[src/rtl/delay_line_cfg.sv]
// Runtime-configurable delay pipe: payload plus valid tag delayed by 0..MAX_DEPTH enabled cycles.
// Supports stall, valid flush, saturating delay load and a busy flag over the active stages.
module delay_line_cfg #(
   parameter int DATA_W    = 24,
   parameter int MAX_DEPTH = 16,
   parameter int DEF_DELAY = 1,
   parameter int DEL_W     = $clog2(MAX_DEPTH + 1)
) (
   input  logic              clk_i,
   input  logic              rst_i,
   input  logic              en_i,
   input  logic              flush_i,
   input  logic              cfg_load_i,
   input  logic [DEL_W-1:0]  delay_sel_i,
   input  logic [DATA_W-1:0] data_in_i,
   input  logic              valid_in_i,
   output logic [DATA_W-1:0] data_out_o,
   output logic              valid_out_o,
   output logic [DEL_W-1:0]  cur_delay_o,
   output logic              busy_o
);

   localparam logic [DEL_W-1:0] MAX_SEL = DEL_W'(MAX_DEPTH);
   localparam logic [DEL_W-1:0] DEF_SEL = DEL_W'(DEF_DELAY);

   // index k holds stage k+1
   logic [DATA_W-1:0]    d_q [MAX_DEPTH];
   logic [DATA_W-1:0]    d_d [MAX_DEPTH];
   logic [MAX_DEPTH-1:0] v_q, v_d;
   logic [DEL_W-1:0]     cur_q, cur_d;
   logic                 tap_v;

   always_comb begin
      cur_d = cur_q;
      v_d   = v_q;
      d_d   = d_q;
      if (cfg_load_i) begin
         cur_d = (delay_sel_i > MAX_SEL) ? MAX_SEL : delay_sel_i;
         v_d   = '0;
      end else if (flush_i) begin
         v_d = '0;
      end else if (en_i) begin
         d_d[0] = data_in_i;
         v_d[0] = valid_in_i;
         for (int k = 1; k < MAX_DEPTH; k++) begin
            d_d[k] = d_q[k-1];
            v_d[k] = v_q[k-1];
         end
      end
   end

   always_ff @(posedge clk_i) begin
      if (rst_i) begin
         for (int k = 0; k < MAX_DEPTH; k++) d_q[k] <= '0;
         v_q   <= '0;
         cur_q <= DEF_SEL;
      end else begin
         d_q   <= d_d;
         v_q   <= v_d;
         cur_q <= cur_d;
      end
   end

   // A delay of zero falls through every tap compare and leaves the input as pass-through.
   always_comb begin
      data_out_o = data_in_i;
      tap_v      = valid_in_i;
      busy_o     = 1'b0;
      for (int k = 0; k < MAX_DEPTH; k++) begin
         if (cur_q == DEL_W'(k + 1)) begin
            data_out_o = d_q[k];
            tap_v      = v_q[k];
         end
         if (DEL_W'(k + 1) <= cur_q) busy_o = busy_o | v_q[k];
      end
   end

   assign valid_out_o = en_i & tap_v;
   assign cur_delay_o = cur_q;

endmodule
[config.mk]
export PLATFORM = sky130hd
export DESIGN_NAME = delay_line_cfg
export DESIGN_NICKNAME = d
export VERILOG_FILES = /design/src/rtl/delay_line_cfg.sv
export SDC_FILE = /design/constraint.sdc
export NUM_CORES = 1
export LEC_CHECK = 0
export ABC_AREA = 1
export CORE_MARGIN = 2
export CORE_UTILIZATION = 59
export DETAILED_ROUTE_END_ITERATION = 10
export PLACE_DENSITY = 0.79
export SETUP_SLACK_MARGIN = 0.2
export SLEW_MARGIN = 20
export SYNTH_ARGS = -nofsm -noshare
export SYNTH_HDL_FRONTEND = slang
export SYNTH_SLANG_ARGS = --single-unit
[constraint.sdc]
create_clock -name clk_i -period 2.6 [get_ports clk_i]
set_input_delay 0.52 -clock clk_i [delete_from_list [all_inputs] [get_ports clk_i]]
set_output_delay 0.52 -clock clk_i [all_outputs]
set_load 0.05 [all_outputs]
==> metrics, run 1 <==
status=finished, violations left; failing checks=setup timing; element type at the critical path end=output port; GR Overflow Total=0; Die Wd=about 180 um; Initial Utilization=60.32%; HP Class=flop to flop; worst hold stages=2; crit start category=flop; Clock Path Buffers=3; # diodes=0; pre-CTS setup slack=-0.4854 ns; Net Sw Frac=about 29%; FP Rows=between 60 and 70; synth unique cells=40; CP Max Fanout=6; achievable clock frequency=about 280 MHz; top-count cell post-synth=nor2_1; Commonest cells post-synth=nor2_1 (912), nand2_1 (574), o21ai_0 (413); r2r setup slk=roughly 1.5 ns; final core occ=between 70% and 80%; Post-Route WL=between 50,000 and 60,000 um; wire length per cell=between 15 and 20 um; period utilization=136.2%; Post-Syn Instances=between 2,000 and 3,000; fin area=0.02299 mm2; Skew-Pair Late Insertion Delay=approximately 0.54 ns; CTS buffer count=43; Slew HR=about three fifths; final setup vio count=26; die height=approximately 180 um; via count=around 19,000; dominant cell type by area after synthesis=dfxtp_1; routability cong.=just under 0.9; share of the synthesized area in the top cell type=approximately 44%; worst r2r dst=cur_delay_o[0]; Final Slew Violations=0; PD cells=~690 mW/mm2; syn_nets=about 2,900; HPWL after detailed placement=33,940 um; clk_skew=roughly 0.012 ns; fraction of layout cells with a size suffix above 1=between 10% and 20%; IO Pins=66; top cells by area, synth=dfxtp_1 (44%), nor2_1 (18%), nand2_1 (12%); Antenna Violating Nets Remaining=0; IO Port Bufs=65; GRT Util Overall=approximately a third; post-synthesis sequential area ratio=a little over two fifths; static leakage=between 0.009 and 0.01 uW; Ys Warns=0; core outline area=between 0.03 and 0.04 mm2; VDD IR max=between 700 and 800 uV; top_reg_cell synth=dfxtp_1; first-pass GRT wire length=approximately 87,000 um; Filler cells=2,355; Synth Cell Area=about 0.019 mm2; final hold vios=0; TritonCTS clock tree=yes; Worst Path Required=between 2 and 2.5 ns; FF-to-FF Start=cur_delay_o[0]; RSZ-0062 raised after global routing=yes; Max H-tree Level=2; clock power share=around two fifths; total die area=0.03287 mm2; clock-pin slew on the worst setup and hold paths=0.06 ns; total of max-cap violations=0; drt first-iter violations=~2,000; vias in the first global route=~18,000; First-pass DRT Iterations=5; setup slack after layout=-0.9410 ns; synthesized flop and latch total=a little over 400; EDFF count, synth=0; Arrival @ worst endpoint=approximately 3 ns; Hold Startpoint=d_q[8]; drt drc=0; Hold Crit Endpoint=d_q[8]; Area Overhead vs Synth=23.94%; initial antenna violation count=0; pin count of the biggest net entering global routing=approximately 130; Synth Area per Inst=around 6.6 um2; CP Class=flop to output port; clk root buf=clkbuf_16; worst reg-to-reg path cell count=3; NetSw=roughly 4500 uW; Gate power share=between 10% and 20%; register share of total power=between 40 and 50%; Clock Sinks=slightly above 400; Cell Area, Placed=0.02076 mm2; Synth async-reset ratio=0%; Hold WS=0.4811 ns; worst slew pin tran=approximately 0.60 ns; internal power=between 10,000 and 15,000 uW; DR vias/cell=about 5.7; post-layout min period=3.541 ns; Nets=2,943
## cell families after synthesis
kind of cell           share of synthesized area (%)
AOI/OAI and AO/OA                              17.31
and+or+nand+nor                                32.89
buffers and inverters                          6.092
DFF                                            43.71
## power by group through the flow
stage	Sequential (uW)	Combinational (uW)	Clock [uW]
3_3_place_gp	6850	2720	0
2_1_floorplan	6810	1740	0
6_report	6740	3020	6020
5_1_grt	6770	3270	6320
4_1_cts	6730	2890	6060
3_5_place_dp	6860	2760	0
## flip-flops by register name, summed over array words and instances, names as in the netlist
register     count
v_q             16
d_q            384
cur_delay_o      5
## placed cells by master, fill, tap and decap left out, types with 25 or more instances in the layout
cell type	synthesis	routed
nand2_4	1	28
a21oi_1	127	121
buf_12	0	62
nand2_2	1	94
buf_4	7	102
clkdlybuf4s50_1	0	38
dfxtp_1	405	400
nor2_1	912	907
o21ai_0	413	410
a221oi_1	25	25
clkbuf_16	0	51
inv_1	49	46
nand2_1	574	454
o211ai_1	26	26
## worst max-delay path by stage
stage | end | start | cells after the start | slack [ns]
after floorplan | data_out_o[23] | cur_delay_o[4] | 21 | -0.07
after CTS | data_out_o[19] | cur_delay_o[4] | 23 | -0.95
after global routing | data_out_o[19] | cur_delay_o[3] | 23 | -1.12
final | data_out_o[15] | cur_delay_o[3] | 22 | -0.94
after global placement | data_out_o[4] | data_in_i[4] | 20 | -0.51
after detailed placement | data_out_o[4] | data_in_i[4] | 20 | -0.49
## worst max-delay path, cell delays in order (launching register included)
cell,delay [ns]
dfxtp_4,0.37
nor2_8,0.17
buf_6,0.14
nand3_4,0.14
nand2_1,0.10
nand3_1,0.10
o211ai_1,0.21
nand2_1,0.14
nand2_1,0.09
nand2_1,0.06
nand2_1,0.05
nand2_1,0.06
nand2_1,0.10
nand2_1,0.09
nand2_1,0.08
nand2_1,0.06
nand2_1,0.06
nand2_1,0.05
nand2_1,0.05
nand2_1,0.07
nand2_2,0.09
nand2_4,0.07
buf_12,0.15
## metrics by stage
stage	power, uW	instances	TNS, ns
final	15780	3333	-23.09
after global placement	9570	3225	-10.07
after global routing	16360	3333	-27.03
after CTS	15670	3316	-22.73
after floorplan	8545	2831	-0.07527
after detailed placement	9624	3225	-10.23
## metal layers
layer / track usage, % / routed length (um)
met3: 3.790 / 3319
met2: 55.31 / 27440
met1: 39.36 / 21910
met5: 0 / 0
met4: 16.98 / 2853
## area by class of cell
type                       count  area, um2  area share, %
timing repair buffer         231       2820          12.27
clock buffer                  66       1306          5.682
sequential                   405       8127          35.35
clock inverter                 8      70.07         0.3048
inverter                      68      292.8          1.274
tap                          396      495.5          2.155
multi-input combinational   2159       9877          42.97
## what timing repair did
item                                    4_1_cts  5_1_grt
pin swaps                                    36       39
hold buffers                                  0        0
buffers inserted                             14       10
gates resized for setup                      63       72
endpoints found under the setup margin       27       27
gates cloned                                  3        7
Note: power is estimated with default switching activity, not from simulation.
==> inputs of run 2 (changes only) <==
--- a/config.mk
+++ b/config.mk
@@ -6,11 +6,11 @@
 export NUM_CORES = 1
 export LEC_CHECK = 0
 export ABC_AREA = 1
+export CORE_ASPECT_RATIO = 1.4
 export CORE_MARGIN = 2
 export CORE_UTILIZATION = 59
 export DETAILED_ROUTE_END_ITERATION = 10
 export PLACE_DENSITY = 0.79
-export SETUP_SLACK_MARGIN = 0.2
 export SLEW_MARGIN = 20
 export SYNTH_ARGS = -nofsm -noshare
 export SYNTH_HDL_FRONTEND = slang
==> metrics, run 2 (same netlist as run 1, synthesis figures left out) <==
Antenna Violating Nets Remaining=0; Arrival @ worst endpoint=approximately 3.2 ns; vias in the first global route=17,905; # diodes=0; Skew-Pair Late Insertion Delay=about 0.53 ns; TritonCTS clock tree=yes; Nets=between 2,000 and 3,000; Initial Utilization=between 60% and 70%; gr busiest metal=met2; clk root buf=clkbuf_16; Max H-tree Level=2; PD cells=670.2 mW/mm2; Worst Path Required=about 2.1 ns; total die area=between 0.03 and 0.04 mm2; Max stage delay cell, worst path=dfxtp_4; CTS buffer count=40; routing usage on met1=34.66%; HP Class=flop to flop; pre-CTS setup slack=-0.4846 ns; drt drc=0; static leakage=slightly below 0.01 uW; First-pass DRT Iterations=5; Cell Count Post-Placement=3,264; FP Rows=76; fin area=about 0.023 mm2; routability cong.=a little under 0.9; total of max-cap violations=0; post-layout min period=~3.7 ns; met3 usage=about 3.5%; non-filler cells, final=between 3,000 and 4,000; Die Wd=around 150 um; final setup vio count=26; Final Slew Violations=0; pin count of the biggest net entering global routing=140; IO Port Bufs=65; final core occ=between 70% and 80%; worst slew pin tran=0.6904 ns; DR vias/cell=approximately 5.6; status=finished, violations left; Biggest register=d_q; via count=19,061; initial antenna violation count=0; GRT Util Overall=between 30% and 40%; first-pass GRT wire length=~86,000 um; Max stage delay on crit path=~0.37 ns; achievable clock frequency=between 200 and 300 MHz; element type at the critical path end=output port; clk_skew=0.007292 ns; CP Max Fanout=5; most frequent cells in the layout=nor2_1 (908), nand2_1 (458), o21ai_0 (413), dfxtp_1 (400), buf_4 (147); setup slack after layout=-1.097 ns; Slew HR=53.86%; failing checks=setup timing; fraction of layout cells with a size suffix above 1=16.71%; CP Class=flop to output port; most common cell after layout, fill and taps aside=nor2_1; Filler cells=roughly 2,200; die height=approximately 210 um; Area Overhead vs Synth=25.86%; Cell Area, Placed=roughly 0.021 mm2; wire length per cell=16.70 um; Clock Path Buffers=3; CP delay by family, top=simple AND/OR/NAND/NOR gates; clock-pin slew on the worst setup and hold paths=approximately 0.060 ns; HPWL after detailed placement=34,540 um; drt first-iter violations=around 1,400; Clock Sinks=between 400 and 500; GR Overflow Total=0; Buf/Inv on CP=5; IO Pins=between 60 and 70; period utilization=142.2%; most frequent CP cell=nand2_1; max reg flops=384; setup tns final=-24.49 ns; RSZ-0062 raised after global routing=yes; VDD IR max=595.3 uV; final hold vios=0; Post-Route WL=56,380 um; worst-path cell chain=buf_6 > inv_4 > nor2_4 > nand3_4 > buf_12 > buf_16 > o211ai_1 > nand2_1 > nand2_2 > nand2_1 > nand2_1 > nand2_1 > nand2_1 > nand2_1 > nand2_1 > nand2_1 > nand2_1 > nand2_1 > nand2_1 > nand2_1 > nand2_2 > nand2_4 > buf_12; met2 usage=around 59%; crit start category=flop; core outline area=between 0.03 and 0.04 mm2
## run 2: path summary, 6_finish.rpt
path              cells after the start  slack, ns             end           start
setup / recovery                     23      -1.10  data_out_o[20]  cur_delay_o[1]
hold / removal                        2       0.48         d_q[94]        d_q[118]
setup reg to reg                      4       1.41  cur_delay_o[0]  cur_delay_o[0]
hold reg to reg                       2       0.48         d_q[94]        d_q[118]
## run 2: where the power goes
group	internal [uW]	total [uW]	leakage, uW	switching (uW)
registers	6500	6720	0.00331	221
clock network	3370	5800	0.000650	2430
logic	1250	3120	0.00587	1880
total	11100	15600	0.00983	4520
## run 2: cell type report
type	count	area, um2	area share (%)
multi-input combinational	2161	9940	42.58
sequential	405	8127	34.81
timing repair buffer	283	3203	13.72
clock buffer	58	1190	5.097
tap	390	488.0	2.090
inverter	68	287.8	1.233
clock inverter	11	110.1	0.4716
## run 2: stage by stage
| stage | hold WS (ns) | power (uW) |
|---|---|---|
| global route | 0.5136 | 16210 |
| CTS | 0.4860 | 15440 |
| finish | 0.4845 | 15640 |
| global placement | 0.4605 | 9546 |
| detailed placement | 0.4749 | 9598 |
| floorplan | 0.4496 | 8497 |
## run 2: worst min-delay path: cells and delay by family (launching register included)
kind	cells	cell delay, ns
AOI/OAI and AO/OA	1	0.06
buffers and inverters	1	0.08
DFF	1	0.30
## run 2: timing repair
action                                  in CTS  in global routing
pin swaps                                   46                102
hold buffers                                 0                  0
gates cloned                                 5                  5
buffers inserted                             8                 26
resized for setup                           84                 89
endpoints found under the setup margin      26                 26
## run 2: layer usage
metal	wire, um	vias up
li1	-	9332
met1	20460	8709
met2	28210	769
met3	3243	251
met4	4456	0
met5	0	-
==> inputs of run 3 (changes only) <==
--- a/config.mk
+++ b/config.mk
@@ -6,11 +6,14 @@
 export NUM_CORES = 1
 export LEC_CHECK = 0
 export ABC_AREA = 1
+export CAP_MARGIN = 40
 export CORE_ASPECT_RATIO = 1.4
 export CORE_MARGIN = 2
 export CORE_UTILIZATION = 59
 export DETAILED_ROUTE_END_ITERATION = 10
+export MAX_ROUTING_LAYER = met4
 export PLACE_DENSITY = 0.79
+export SETUP_SLACK_MARGIN = 0.5
 export SLEW_MARGIN = 20
 export SYNTH_ARGS = -nofsm -noshare
 export SYNTH_HDL_FRONTEND = slang
==> metrics, run 3 (same netlist as run 1, synthesis figures left out) <==
status=finished, violations left; failing checks=setup timing; DR vias/cell=between 5 and 6; Hold Crit Endpoint=d_q[6]; clk root buf=clkbuf_16; worst reg-to-reg path cell count=4; Hold Startpoint=d_q[6]; post-layout min period=3.624 ns; First-pass DRT Iterations=5; worst r2r dst=cur_delay_o[3]; die height=roughly 210 um; first-pass GRT wire length=around 80,000 um; FF-to-FF Start=cur_delay_o[3]; Post-Route WL=about 50,000 um; most frequent cells in the layout=nor2_1 (909), nand2_1 (479), o21ai_0 (410), dfxtp_1 (400), a21oi_1 (124); IO Port Bufs=65; final setup vio count=26; clock-pin slew on the worst setup and hold paths=~0.06 ns; Filler cells=roughly 2,500; setup slack after layout=-1.024 ns; Worst Path Required=approximately 2.1 ns; static leakage=0.009415 uW; crit start category=flop; Slew HR=about three fifths; Biggest register=d_q; TritonCTS clock tree=yes; most common cell after layout, fill and taps aside=nor2_1; vias in the first global route=roughly 17,000; CP Class=flop to output port; RSZ-0062 raised after global routing=yes; Arrival @ worst endpoint=3.10 ns; worst-path cell chain=nor2_8 > buf_12 > nand2_8 > nor2_8 > clkbuf_16 > nand2_2 > nand3_2 > o211ai_1 > nand2_1 > nand2_1 > nand2_1 > nand2_1 > nand2_1 > nand2_1 > nand2_1 > nand2_1 > nand2_1 > nand2_1 > nand2_1 > nand2_1 > nand2_1 > nand2_2 > nand2_4 > buf_12; Die Wd=~150 um; fraction of layout cells with a size suffix above 1=a little over an eighth; GRT Util Overall=~30%; total die area=0.03289 mm2; GR Overflow Total=0; VDD IR max=513.4 uV; worst slew pin tran=approximately 0.57 ns; Skew-Pair Late Insertion Delay=0.53 ns; achievable clock frequency=about 280 MHz; area of the multi-input gates=a little under 0.01 mm2; Cell Area, Placed=around 0.021 mm2; Initial Utilization=about three fifths; Antenna Violating Nets Remaining=0; Area Overhead vs Synth=21.42%; # diodes=0; setup tns final=-22.84 ns; pin count of the biggest net entering global routing=roughly 130; final hold vios=0; element type at the critical path end=output port; Max stage delay on crit path=about 0.36 ns; Max stage delay cell, worst path=dfxtp_4; period utilization=139.4%; total of max-cap violations=0; Max H-tree Level=2; initial antenna violation count=0; HPWL after detailed placement=30,960 um; Final Slew Violations=0; via count=roughly 18,000; Overall Power=approximately 15,000 uW; r2r setup slk=around 1.6 ns; Clock Path Buffers=3; drt first-iter violations=~1,100; fin area=about 0.023 mm2; register area=0.008127 mm2; CTS buffer count=40; drt drc=0; Clock Sinks=about 410; IO Pins=66; most frequent CP cell=nand2_1; CP Max Fanout=11; CTS Hold Bufs=0; max reg flops=approximately 380; core outline area=approximately 0.031 mm2; clk_skew=approximately 0.012 ns; FP Rows=76; worst hold stages=2; Nets=a little under 3,000; HP Class=flop to flop; wire length per cell=about 15 um; PD cells=671.3 mW/mm2; routability cong.=slightly below 0.9; pre-CTS setup slack=-0.3823 ns
## run 3: how the worst max path moves through the flow
stage                         startpoint        endpoint  slack (ns)  cells after the start
after floorplan           cur_delay_o[4]  data_out_o[23]       -0.07                     21
after global placement      data_in_i[0]   data_out_o[0]       -0.40                     20
after detailed placement    data_in_i[5]   data_out_o[5]       -0.38                     20
after CTS                 cur_delay_o[4]  data_out_o[15]       -0.90                     22
after global routing      cur_delay_o[3]  data_out_o[21]       -1.16                     24
final                     cur_delay_o[3]  data_out_o[21]       -1.02                     24
## run 3: critical path, delay by kind of cell (launching register included)
family,cells,cell delay (ns)
AO/OA/AOI/OAI,1,0.13
AND/OR/NAND/NOR,20,1.57
flip-flops,1,0.36
buffers and inverters,3,0.49
## run 3: metrics by stage
| step | utilization (%) | hold WS, ns | cells |
|---|---|---|---|
| floorplan | - | 0.4496 | 2831 |
| global placement | 66.78 | 0.4621 | 3194 |
| detailed placement | 66.78 | 0.4725 | 3194 |
| CTS | 71.72 | 0.4816 | 3276 |
| global route | 72.87 | 0.4995 | 3284 |
| finish | 72.87 | 0.4813 | 3284 |
## run 3: what timing repair did
action | 4_1_cts | 5_1_grt
setup endpoints to repair | 31 | 28
cloned | 3 | 4
resized for setup | 42 | 74
setup buffers | 8 | 4
pin swaps | 13 | 69
## run 3: layer usage
metal / up-vias / track usage [%] / wire (um)
li1: 9121 / - / -
met1: 8168 / 33.17 / 19300
met2: 426 / 54.83 / 25450
met3: 123 / 3.032 / 1944
met4: 0 / 11.70 / 2044
met5: - / - / 0
## run 3: area by class of cell
type | instances | share of cell area [%]
Sequential cell | 405 | 36.08
Tap cell | 390 | 2.167
Inverter | 68 | 1.256
Clock inverter | 12 | 0.2833
Clock buffer | 59 | 5.211
Multi-Input combinational cell | 2158 | 43.82
Timing Repair Buffer | 192 | 11.18
## run 3: where the power goes
part	internal (uW)	total (uW)	switching (uW)
Sequential	6500	6720	214
Clock	3130	5510	2380
Combinational	1170	2900	1730
Total	10800	15100	4320
